`src/rtl/id_stage_pipe_pkg.sv`:
```
// Shared decode definitions for the MIPS ID stage.
// Contents:
//   - opcode / funct / REGIMM-rt encodings of the supported instruction set
//   - REGFILE_SIZE: default architectural register count
//   - operand-source and immediate-extension selector enums
//   - decode(): classifies an instruction into operand sources, immediate
//     extension kind and an illegal flag (datapath-width independent)
package id_stage_pipe_pkg;

  localparam int REGFILE_SIZE = 32;

  // Primary opcodes
  localparam logic [5:0] OP_RTYPE  = 6'h00;
  localparam logic [5:0] OP_REGIMM = 6'h01;
  localparam logic [5:0] OP_J      = 6'h02;
  localparam logic [5:0] OP_JAL    = 6'h03;
  localparam logic [5:0] OP_BEQ    = 6'h04;
  localparam logic [5:0] OP_BNE    = 6'h05;
  localparam logic [5:0] OP_BLEZ   = 6'h06;
  localparam logic [5:0] OP_BGTZ   = 6'h07;
  localparam logic [5:0] OP_ADDI   = 6'h08;
  localparam logic [5:0] OP_ADDIU  = 6'h09;
  localparam logic [5:0] OP_SLTI   = 6'h0A;
  localparam logic [5:0] OP_SLTIU  = 6'h0B;
  localparam logic [5:0] OP_ANDI   = 6'h0C;
  localparam logic [5:0] OP_ORI    = 6'h0D;
  localparam logic [5:0] OP_XORI   = 6'h0E;
  localparam logic [5:0] OP_LW     = 6'h23;
  localparam logic [5:0] OP_SW     = 6'h2B;

  // R-form function codes
  localparam logic [5:0] FN_SLL   = 6'h00;
  localparam logic [5:0] FN_SRL   = 6'h02;
  localparam logic [5:0] FN_SRA   = 6'h03;
  localparam logic [5:0] FN_SLLV  = 6'h04;
  localparam logic [5:0] FN_SRLV  = 6'h06;
  localparam logic [5:0] FN_SRAV  = 6'h07;
  localparam logic [5:0] FN_JR    = 6'h08;
  localparam logic [5:0] FN_JALR  = 6'h09;
  localparam logic [5:0] FN_MFHI  = 6'h10;
  localparam logic [5:0] FN_MTHI  = 6'h11;
  localparam logic [5:0] FN_MFLO  = 6'h12;
  localparam logic [5:0] FN_MTLO  = 6'h13;
  localparam logic [5:0] FN_MULT  = 6'h18;
  localparam logic [5:0] FN_MULTU = 6'h19;
  localparam logic [5:0] FN_DIV   = 6'h1A;
  localparam logic [5:0] FN_DIVU  = 6'h1B;
  localparam logic [5:0] FN_ADD   = 6'h20;
  localparam logic [5:0] FN_ADDU  = 6'h21;
  localparam logic [5:0] FN_SUB   = 6'h22;
  localparam logic [5:0] FN_SUBU  = 6'h23;
  localparam logic [5:0] FN_AND   = 6'h24;
  localparam logic [5:0] FN_OR    = 6'h25;
  localparam logic [5:0] FN_XOR   = 6'h26;
  localparam logic [5:0] FN_NOR   = 6'h27;
  localparam logic [5:0] FN_SLT   = 6'h2A;
  localparam logic [5:0] FN_SLTU  = 6'h2B;

  // REGIMM branches are distinguished by the rt field
  localparam logic [4:0] RT_BLTZ = 5'd0;
  localparam logic [4:0] RT_BGEZ = 5'd1;

  typedef enum logic [1:0] {
    SRC_NONE,
    SRC_RS,
    SRC_RT,
    SRC_SHAMT
  } src_sel_e;

  typedef enum logic [1:0] {
    EXT_NONE,
    EXT_SIGN16,
    EXT_ZERO16,
    EXT_ZERO26
  } ext_sel_e;

  typedef struct packed {
    src_sel_e src1;
    src_sel_e src2;
    ext_sel_e ext;
    logic     illegal;
  } dec_t;

  // Unsupported encodings leave every selector at NONE, so operands and
  // immediate come out as zero without extra gating downstream.
  function automatic dec_t decode(input logic [5:0] op,
                                  input logic [5:0] funct,
                                  input logic [4:0] rt);
    dec_t d;
    d = '{src1: SRC_NONE, src2: SRC_NONE, ext: EXT_NONE, illegal: 1'b0};
    case (op)
      OP_RTYPE: begin
        case (funct)
          FN_ADD, FN_ADDU, FN_SUB, FN_SUBU, FN_AND, FN_OR, FN_XOR, FN_NOR,
          FN_SLT, FN_SLTU, FN_MULT, FN_MULTU, FN_DIV, FN_DIVU: begin
            d.src1 = SRC_RS;
            d.src2 = SRC_RT;
          end
          FN_SLL, FN_SRL, FN_SRA: begin
            d.src1 = SRC_RT;
            d.src2 = SRC_SHAMT;
          end
          FN_SLLV, FN_SRLV, FN_SRAV: begin
            d.src1 = SRC_RT;
            d.src2 = SRC_RS;
          end
          FN_MTHI, FN_MTLO, FN_JR, FN_JALR: d.src1 = SRC_RS;
          FN_MFHI, FN_MFLO: ;
          default: d.illegal = 1'b1;
        endcase
      end
      OP_ADDI, OP_ADDIU, OP_SLTI, OP_SLTIU, OP_LW: begin
        d.src1 = SRC_RS;
        d.ext  = EXT_SIGN16;
      end
      OP_SW, OP_BEQ, OP_BNE: begin
        d.src1 = SRC_RS;
        d.src2 = SRC_RT;
        d.ext  = EXT_SIGN16;
      end
      OP_ANDI, OP_ORI, OP_XORI: begin
        d.src1 = SRC_RS;
        d.ext  = EXT_ZERO16;
      end
      OP_BLEZ, OP_BGTZ: begin
        d.src1 = SRC_RS;
        d.ext  = EXT_SIGN16;
      end
      OP_REGIMM: begin
        if (rt == RT_BLTZ || rt == RT_BGEZ) begin
          d.src1 = SRC_RS;
          d.ext  = EXT_SIGN16;
        end else begin
          d.illegal = 1'b1;
        end
      end
      OP_J, OP_JAL: d.ext = EXT_ZERO26;
      default: d.illegal = 1'b1;
    endcase
    return d;
  endfunction

endpackage

```
`src/rtl/id_stage_pipe_if.sv`:
```
// Handshake and data bundle of the ID stage.
//   IF side : in_valid / in_ready / Ins
//   WB side : wb_en / wb_addr / wb_data
//   EX side : out_valid / out_ready, Rdata1, Rdata2, Ed32, rs_o, rt_o, rd_o,
//             shamt_o, op_o, funct_o, illegal
// Modports: master = environment (drives IF, WB and out_ready),
//           slave  = the ID stage itself.
interface id_stage_pipe_if #(
  parameter int DW = 32,
  parameter int AW = 5
) ();
  logic          in_valid;
  logic          in_ready;
  logic [31:0]   Ins;
  logic          wb_en;
  logic [AW-1:0] wb_addr;
  logic [DW-1:0] wb_data;
  logic          out_valid;
  logic          out_ready;
  logic [DW-1:0] Rdata1;
  logic [DW-1:0] Rdata2;
  logic [DW-1:0] Ed32;
  logic [AW-1:0] rs_o;
  logic [AW-1:0] rt_o;
  logic [AW-1:0] rd_o;
  logic [4:0]    shamt_o;
  logic [5:0]    op_o;
  logic [5:0]    funct_o;
  logic          illegal;

  modport master (
    output in_valid, Ins, wb_en, wb_addr, wb_data, out_ready,
    input  in_ready, out_valid, Rdata1, Rdata2, Ed32, rs_o, rt_o, rd_o,
           shamt_o, op_o, funct_o, illegal
  );

  modport slave (
    input  in_valid, Ins, wb_en, wb_addr, wb_data, out_ready,
    output in_ready, out_valid, Rdata1, Rdata2, Ed32, rs_o, rt_o, rd_o,
           shamt_o, op_o, funct_o, illegal
  );
endinterface

```
`src/rtl/id_stage_pipe_regfile.sv`:
```
// NREG x DW register file, two combinational read ports, one write port.
//   clk_i, rst_i        : clock, asynchronous active-high reset (clears all)
//   we_i, waddr_i, wdata_i : write port, lands on the rising edge
//   raddr1_i/raddr2_i   : read addresses
//   rdata1_o/rdata2_o   : read data, write-first (a same-cycle write to the
//                         addressed register is forwarded)
// Register 0 is hardwired to zero: never written, always read as zero.
module id_stage_pipe_regfile #(
  parameter int  DW   = 32,
  parameter int  NREG = 32,
  localparam int AW   = $clog2(NREG)
) (
  input  logic          clk_i,
  input  logic          rst_i,
  input  logic          we_i,
  input  logic [AW-1:0] waddr_i,
  input  logic [DW-1:0] wdata_i,
  input  logic [AW-1:0] raddr1_i,
  input  logic [AW-1:0] raddr2_i,
  output logic [DW-1:0] rdata1_o,
  output logic [DW-1:0] rdata2_o
);

  logic [DW-1:0] regs_q [NREG];

  always_ff @(posedge clk_i or posedge rst_i) begin
    if (rst_i) begin
      for (int i = 0; i < NREG; i++) regs_q[i] <= '0;
    end else if (we_i && waddr_i != '0) begin
      regs_q[waddr_i] <= wdata_i;
    end
  end

  // Zero check last so a write aimed at $zero can never be forwarded.
  always_comb begin
    rdata1_o = regs_q[raddr1_i];
    if (we_i && waddr_i == raddr1_i) rdata1_o = wdata_i;
    if (raddr1_i == '0) rdata1_o = '0;
  end

  always_comb begin
    rdata2_o = regs_q[raddr2_i];
    if (we_i && waddr_i == raddr2_i) rdata2_o = wdata_i;
    if (raddr2_i == '0) rdata2_o = '0;
  end

endmodule

```
`src/rtl/id_stage_pipe.sv`:
```
// MIPS instruction-decode stage between IF and EX.
//   CLK, RST : clock, asynchronous active-high reset
//   bus      : id_stage_pipe_if.slave
//              IF side in_valid/in_ready/Ins, write-back wb_en/wb_addr/wb_data,
//              registered ID/EX outputs out_valid/out_ready, Rdata1, Rdata2,
//              Ed32, rs_o, rt_o, rd_o, shamt_o, op_o, funct_o, illegal.
// Decodes Ins combinationally, reads operands from the register file (with
// write-back bypass) and captures everything into the ID/EX register with
// one cycle of latency under valid/ready flow control. While the ID/EX
// register is stalled, write-backs to its source registers refresh the
// held operands so EX never consumes a stale value.
module id_stage_pipe
  import id_stage_pipe_pkg::*;
#(
  parameter int  DW   = 32,
  parameter int  NREG = REGFILE_SIZE,
  localparam int AW   = $clog2(NREG)
) (
  input logic            CLK,
  input logic            RST,
  id_stage_pipe_if.slave bus
);

  function automatic logic [DW-1:0] ext_imm(input ext_sel_e    sel,
                                            input logic [15:0] imm,
                                            input logic [25:0] tgt);
    case (sel)
      EXT_SIGN16: ext_imm = {{(DW-16){imm[15]}}, imm};
      EXT_ZERO16: ext_imm = {{(DW-16){1'b0}}, imm};
      EXT_ZERO26: ext_imm = {{(DW-26){1'b0}}, tgt};
      default:    ext_imm = '0;
    endcase
  endfunction

  function automatic logic [DW-1:0] zext_shamt(input logic [4:0] s);
    return {{(DW-5){1'b0}}, s};
  endfunction

  // Instruction fields
  logic [5:0]    op_f, funct_f;
  logic [4:0]    rs_f, rt_f, rd_f, shamt_f;
  logic [15:0]   imm16_f;
  logic [25:0]   tgt26_f;
  logic [AW-1:0] rs_a, rt_a, rd_a;
  dec_t          dec;

  assign op_f    = bus.Ins[31:26];
  assign rs_f    = bus.Ins[25:21];
  assign rt_f    = bus.Ins[20:16];
  assign rd_f    = bus.Ins[15:11];
  assign shamt_f = bus.Ins[10:6];
  assign funct_f = bus.Ins[5:0];
  assign imm16_f = bus.Ins[15:0];
  assign tgt26_f = bus.Ins[25:0];
  assign rs_a    = rs_f[AW-1:0];
  assign rt_a    = rt_f[AW-1:0];
  assign rd_a    = rd_f[AW-1:0];
  assign dec     = decode(op_f, funct_f, rt_f);

  // A source that is not a register reads address 0, which yields zero and
  // also marks the held operand as "not refreshable".
  logic [AW-1:0] raddr1, raddr2;
  logic [DW-1:0] rf_rdata1, rf_rdata2;
  logic [DW-1:0] opnd2, ed_val;

  always_comb begin
    case (dec.src1)
      SRC_RS:  raddr1 = rs_a;
      SRC_RT:  raddr1 = rt_a;
      default: raddr1 = '0;
    endcase
    case (dec.src2)
      SRC_RS:  raddr2 = rs_a;
      SRC_RT:  raddr2 = rt_a;
      default: raddr2 = '0;
    endcase
  end

  id_stage_pipe_regfile #(
    .DW  (DW),
    .NREG(NREG)
  ) u_regfile (
    .clk_i   (CLK),
    .rst_i   (RST),
    .we_i    (bus.wb_en),
    .waddr_i (bus.wb_addr),
    .wdata_i (bus.wb_data),
    .raddr1_i(raddr1),
    .raddr2_i(raddr2),
    .rdata1_o(rf_rdata1),
    .rdata2_o(rf_rdata2)
  );

  assign opnd2  = (dec.src2 == SRC_SHAMT) ? zext_shamt(shamt_f) : rf_rdata2;
  assign ed_val = ext_imm(dec.ext, imm16_f, tgt26_f);

  // ID/EX register state
  logic          vld_q, vld_d;
  logic [DW-1:0] r1_q, r1_d, r2_q, r2_d, ed_q, ed_d;
  logic [AW-1:0] src1_q, src1_d, src2_q, src2_d;
  logic [AW-1:0] rs_q, rs_d, rt_q, rt_d, rd_q, rd_d;
  logic [4:0]    shamt_q, shamt_d;
  logic [5:0]    op_q, op_d, funct_q, funct_d;
  logic          ill_q, ill_d;
  logic          in_ready, accept;

  assign in_ready = !vld_q || bus.out_ready;
  assign accept   = bus.in_valid && in_ready;

  always_comb begin
    vld_d   = vld_q;
    r1_d    = r1_q;
    r2_d    = r2_q;
    ed_d    = ed_q;
    src1_d  = src1_q;
    src2_d  = src2_q;
    rs_d    = rs_q;
    rt_d    = rt_q;
    rd_d    = rd_q;
    shamt_d = shamt_q;
    op_d    = op_q;
    funct_d = funct_q;
    ill_d   = ill_q;
    if (accept) begin
      vld_d   = 1'b1;
      r1_d    = rf_rdata1;
      r2_d    = opnd2;
      ed_d    = ed_val;
      src1_d  = raddr1;
      src2_d  = raddr2;
      rs_d    = rs_a;
      rt_d    = rt_a;
      rd_d    = rd_a;
      shamt_d = shamt_f;
      op_d    = op_f;
      funct_d = funct_f;
      ill_d   = dec.illegal;
    end else if (vld_q && !bus.out_ready) begin
      // Stalled: pick up write-backs to the held register sources only.
      if (bus.wb_en && bus.wb_addr != '0 && bus.wb_addr == src1_q) r1_d = bus.wb_data;
      if (bus.wb_en && bus.wb_addr != '0 && bus.wb_addr == src2_q) r2_d = bus.wb_data;
    end else if (bus.out_ready) begin
      vld_d = 1'b0;
    end
  end

  always_ff @(posedge CLK or posedge RST) begin
    if (RST) begin
      vld_q   <= 1'b0;
      r1_q    <= '0;
      r2_q    <= '0;
      ed_q    <= '0;
      src1_q  <= '0;
      src2_q  <= '0;
      rs_q    <= '0;
      rt_q    <= '0;
      rd_q    <= '0;
      shamt_q <= '0;
      op_q    <= '0;
      funct_q <= '0;
      ill_q   <= 1'b0;
    end else begin
      vld_q   <= vld_d;
      r1_q    <= r1_d;
      r2_q    <= r2_d;
      ed_q    <= ed_d;
      src1_q  <= src1_d;
      src2_q  <= src2_d;
      rs_q    <= rs_d;
      rt_q    <= rt_d;
      rd_q    <= rd_d;
      shamt_q <= shamt_d;
      op_q    <= op_d;
      funct_q <= funct_d;
      ill_q   <= ill_d;
    end
  end

  assign bus.in_ready  = in_ready;
  assign bus.out_valid = vld_q;
  assign bus.Rdata1    = r1_q;
  assign bus.Rdata2    = r2_q;
  assign bus.Ed32      = ed_q;
  assign bus.rs_o      = rs_q;
  assign bus.rt_o      = rt_q;
  assign bus.rd_o      = rd_q;
  assign bus.shamt_o   = shamt_q;
  assign bus.op_o      = op_q;
  assign bus.funct_o   = funct_q;
  assign bus.illegal   = ill_q;

endmodule

```
`src/flat_wrapper.sv`:
```
// flat-port wrapper written by rule: the top's interface ports become plain ports
module id_stage_pipe_flat import id_stage_pipe_pkg::*;
#(
  parameter int  DW   = 32,
  parameter int  NREG = REGFILE_SIZE,
  localparam int AW   = $clog2(NREG)
)
  (CLK, RST, bus_in_valid, bus_Ins, bus_wb_en, bus_wb_addr, bus_wb_data, bus_out_ready, bus_in_ready, bus_out_valid, bus_Rdata1, bus_Rdata2, bus_Ed32, bus_rs_o, bus_rt_o, bus_rd_o, bus_shamt_o, bus_op_o, bus_funct_o, bus_illegal);
  id_stage_pipe_if #(.DW(DW), .AW(5)) bus_i ();
  input logic CLK;
  input logic RST;
  input wire logic [$bits(bus_i.in_valid)-1:0] bus_in_valid;
  input wire logic [$bits(bus_i.Ins)-1:0] bus_Ins;
  input wire logic [$bits(bus_i.wb_en)-1:0] bus_wb_en;
  input wire logic [$bits(bus_i.wb_addr)-1:0] bus_wb_addr;
  input wire logic [$bits(bus_i.wb_data)-1:0] bus_wb_data;
  input wire logic [$bits(bus_i.out_ready)-1:0] bus_out_ready;
  output wire logic [$bits(bus_i.in_ready)-1:0] bus_in_ready;
  output wire logic [$bits(bus_i.out_valid)-1:0] bus_out_valid;
  output wire logic [$bits(bus_i.Rdata1)-1:0] bus_Rdata1;
  output wire logic [$bits(bus_i.Rdata2)-1:0] bus_Rdata2;
  output wire logic [$bits(bus_i.Ed32)-1:0] bus_Ed32;
  output wire logic [$bits(bus_i.rs_o)-1:0] bus_rs_o;
  output wire logic [$bits(bus_i.rt_o)-1:0] bus_rt_o;
  output wire logic [$bits(bus_i.rd_o)-1:0] bus_rd_o;
  output wire logic [$bits(bus_i.shamt_o)-1:0] bus_shamt_o;
  output wire logic [$bits(bus_i.op_o)-1:0] bus_op_o;
  output wire logic [$bits(bus_i.funct_o)-1:0] bus_funct_o;
  output wire logic [$bits(bus_i.illegal)-1:0] bus_illegal;
  assign bus_i.in_valid = bus_in_valid;
  assign bus_i.Ins = bus_Ins;
  assign bus_i.wb_en = bus_wb_en;
  assign bus_i.wb_addr = bus_wb_addr;
  assign bus_i.wb_data = bus_wb_data;
  assign bus_i.out_ready = bus_out_ready;
  assign bus_in_ready = bus_i.in_ready;
  assign bus_out_valid = bus_i.out_valid;
  assign bus_Rdata1 = bus_i.Rdata1;
  assign bus_Rdata2 = bus_i.Rdata2;
  assign bus_Ed32 = bus_i.Ed32;
  assign bus_rs_o = bus_i.rs_o;
  assign bus_rt_o = bus_i.rt_o;
  assign bus_rd_o = bus_i.rd_o;
  assign bus_shamt_o = bus_i.shamt_o;
  assign bus_op_o = bus_i.op_o;
  assign bus_funct_o = bus_i.funct_o;
  assign bus_illegal = bus_i.illegal;
  id_stage_pipe #(.DW(DW), .NREG(NREG)) u_core (.CLK(CLK), .RST(RST), .bus(bus_i));
endmodule
```
`config.mk`:
```
export PLATFORM = sky130hd
export DESIGN_NAME = id_stage_pipe_flat
export DESIGN_NICKNAME = d
export VERILOG_FILES = /design/src/rtl/id_stage_pipe_pkg.sv /design/src/rtl/id_stage_pipe_if.sv /design/src/rtl/id_stage_pipe_regfile.sv /design/src/rtl/id_stage_pipe.sv /design/src/flat_wrapper.sv
export SDC_FILE = /design/constraint.sdc
export NUM_CORES = 2
export LEC_CHECK = 0
export CAP_MARGIN = 20
export CORE_MARGIN = 2
export CORE_UTILIZATION = 40
export DETAILED_ROUTE_END_ITERATION = 16
export PLACE_DENSITY_LB_ADDON = 0.3
export SLEW_MARGIN = 15
export SYNTH_ARGS = -nofsm -noshare
export SYNTH_HDL_FRONTEND = slang
export SYNTH_HIERARCHICAL = 1
export SYNTH_SLANG_ARGS = --single-unit
export TNS_END_PERCENT = 30
```
`constraint.sdc`:
```
create_clock -name CLK -period 60.7 [get_ports CLK]
set_input_delay 9.105 -clock CLK [delete_from_list [all_inputs] [get_ports CLK]]
set_output_delay 9.105 -clock CLK [all_outputs]
set_load 0.02 [all_outputs]
```
==> flow_metrics.py <==
metrics = {
    "worst_setup_path": {
        "worstPathCellList": "clkdlybuf4s50_1 -> nand2b_1 -> clkdlybuf4s50_1",
        "cp-startpoint": "bus_out_ready",
        "rrSetupSlack_ns": 58.06,
        "critPathMaxStageDelay_ns": 0.65,
        "cp_slowest_cell": "clkdlybuf4s50_1",
        "path_class": "input pin to output port",
        "r2r-start": "u_core/bus.out_valid",
        "cp_top_family": "buffers and inverters",
        "cpMostUsedCell": "clkdlybuf4s50_1",
        "endpoint_kind": "output port",
        "start_kind": "input pin",
        "reg2reg_depth": 5,
        "r2r_end": "u_core/bus.Rdata1[15]",
        "arrival_ns": 10.50,
        "crit_buf_inv": 2,
        "critical_path_required_ns": 51.59,
        "crit_path_max_fanout": 5,
    },
    "routing": {
        "drtAntennaViolNets": 0,
        "drc": 0,
        "dr.pass1.iters": 5,
        "wl_um": 215000,
        "post_drt_wl_per_cell_um": 31.9,
        "first_iter_violations": 4497,
        "vias_per_cell": 6.40,
        "vias": 43000,
    },
    "placed_design": {
        "hpwl_um": 121000,
        "dpl-instance-area_mm2": 0.0656,
        "portBuffers": 204,
        "globalplace.congestion": 0.826,
    },
    "layout": {
        "regArea_mm2": 0.0290,
        "nets": 4655,
        "area_growth_pct": 13.1,
        "drive_gt1_share_pct": 40.0,
        "num-fill-cells": 13800,
        "multi_input_area_mm2": 0.0309,
        "finalInstanceArea_mm2": 0.0701,
    },
    "yosys": {
        "netlist_area_mm2": 0.0619,
        "synth_ff_type": "dfrtp_1",
        "synthArstFlopShare_pct": 100,
        "synth_top_area_share_pct": 46.8,
        "ys_seq_area_share_pct": 46.8,
        "synth_compound_area_share_pct": 6.17,
        "syn_nets": 4680,
        "synthAdderAreaFrac_pct": 0.101,
        "synth_xor_area_share_pct": 0.297,
        "yosysWarningCount": 6,
        "yosys-top-cells-area": "dfrtp_1 (47%), mux2_2 (19%), mux4_2 (14%)",
        "yosys.area.top_type": "dfrtp_1",
        "syn_area_per_cell_um2": 13.5,
        "synth-seq-cells": 1159,
        "synth_mux_area_share_pct": 38.2,
        "synthDistinctLibCells": 72,
        "synth_common_cells": "dfrtp_1 (1159), mux2_2 (1053), mux4_2 (389)",
        "yosys.area_share.simple_pct": 4.56,
        "synth_edf_count": 0,
        "synth_top_family_by_area": "multiplexers",
        "yosysMostFrequentCell": "dfrtp_1",
        "synthesis.instances": 4601,
    },
    "timing": {
        "setup-violations-final": 0,
        "fin_tns_setup_ns": 0,
        "max-slew-margin-rel_pct": 23.2,
        "worst_pin_slew_ns": 1.15,
        "finalHoldViolCount": 0,
        "drv_slew": 0,
        "rsz0062_at_grt": "false",
        "fin_crit_ns": 19.60,
        "fmax_mhz": 51.0,
        "fin_skew_ns": 0.0307,
        "post-route-period-util_pct": 32.3,
        "worst_hold_slack_ns": 0.400,
    },
    "pwr": {
        "internal-power_mw": 1.60,
        "power_frac_seq_pct": 46.4,
        "power_density_mw_per_mm2": 31.2,
        "power_frac_comb_pct": 16.2,
        "p_leak_nw": 28.4,
        "power.switching_uw": 581,
        "ir_drop_mv": 0.0273,
        "clkPwrFrac_pct": 37.4,
        "switching_share_pct": 26.6,
    },
    "cts": {
        "cts_resized": 0,
        "h-tree-depth": 4,
        "root_buffer": "clkbuf_16",
        "clock-sinks": 1159,
        "clk_latency_ns": 0.79,
        "cts_buffer_depth": 3,
        "clk_pin_slew_worst_paths_ns": 0.06,
        "postCtsSetupRepairBufs": 0,
        "cts_tree": "done",
        "hold_buffers": 0,
        "cts_buffers": 131,
    },
    "die": {
        "dieWidth_um": 397,
        "start_util_pct": 40.2,
        "fp.coreArea_mm2": 0.154,
        "ioPinCount": 205,
        "dieArea_mm2": 0.158,
        "row_count": 144,
        "die_h_um": 397,
    },
    "min_path": {
        "worstHoldStart": "u_core/u_regfile/regs_q[1023]",
        "min_delay_worst_endpoint": "u_core/u_regfile/regs_q[1023]",
        "holdPathStages": 0,
        "hold_path.class": "register to register",
    },
    "global_routing": {
        "grt_first_pass_wirelength_um": 310000,
        "first_global_vias": 42500,
        "grt_max_degree": 182,
        "groute.usage.overall_pct": 27.0,
        "gr-total-overflow": 0,
        "antenna_found_initial": 9,
    },
    "run_status": {
        "status": "finished clean",
    },
    "run": {
        "drv_cap": 0,
    },
}
## power by group through the flow
stage	Combinational (mW)	Clock [mW]	Sequential, mW
finish	0.354	0.816	1.01
global route	0.380	0.861	1.03
CTS	0.354	0.829	1.01
detailed placement	0.353	0	1.02
global placement	0.344	0	1.01
floorplan	0.260	0	1.00
## metrics by stage
stage	utilization, %	power, mW	worst slack, ns	cells
2_1_floorplan	-	1.26	22.78	4601
3_3_place_gp	42.7	1.36	41.06	6487
3_5_place_dp	42.7	1.37	41.08	6487
4_1_cts	45.5	2.19	41.08	6720
5_1_grt	45.5	2.27	41.07	6720
6_report	45.5	2.18	41.10	6723
## layout by cell type, fill, tap and decap left out, types with 26 or more instances in the layout
master,instances
dfrtp_1,1159
mux2_2,1053
mux4_2,389
mux2i_1,305
nand2_1,248
clkdlybuf4s50_1,204
clkbuf_16,137
buf_4,126
nor2_1,109
a21oi_1,100
o21ai_0,79
o22ai_1,62
nand3_1,55
a221oi_1,51
clkbuf_8,38
a211oi_1,38
a22oi_1,36
nor3_1,32
a31oi_1,29
nor2_4,28
clkbuf_1,26
## state kept, by name, indices dropped and copies added (netlist names)
register / count
u_core/bus.out_valid: 1
u_core/bus.Rdata2: 32
u_core/bus.rt_o: 5
u_core/src1_q: 5
u_core/bus.rs_o: 5
u_core/bus.funct_o: 6
u_core/bus.Ed32: 27
u_core/bus.op_o: 6
u_core/bus.rd_o: 5
u_core/src2_q: 5
u_core/bus.Rdata1: 32
u_core/bus.shamt_o: 5
u_core/u_regfile/regs_q: 1024
u_core/bus.illegal: 1
## worst max-delay path by stage
| stage | endpoint | slack [ns] | cells past startpoint |
|---|---|---|---|
| finish | bus_in_ready | 41.10 | 3 |
| global route | bus_in_ready | 41.07 | 3 |
| detailed placement | bus_in_ready | 41.08 | 3 |
| floorplan | u_core/u_regfile/regs_q[0] | 22.78 | 1 |
| CTS | bus_in_ready | 41.08 | 3 |
| global placement | bus_in_ready | 41.06 | 3 |
## cell families after synthesis
family          after synthesis
compound gates              543
xor+xnor                     21
mux                        1747
simple gates                618
fa+ha+maj                     5
flops                      1159
buf+inv                     508
## area by class of cell
cell class	instances	area share, %
Multi-Input combinational cell	2934	44.1
Clock buffer	201	5.78
Timing Repair Buffer	338	4.49
Sequential cell	1159	41.4
Antenna cell	3	0.0107
Inverter	12	0.0822
Clock inverter	32	0.518
Tap cell	2044	3.65
## metal layers
metal	global-route usage [%]	vias to the layer above	routed length, µm
met1	37.3	23100	89700
met4	11.3	14	9520
met2	41.0	2069	96900
li1	-	17400	-
met5	0	-	84
met3	5.99	478	18500
No activity file was read; power rests on OpenSTA's default activity.
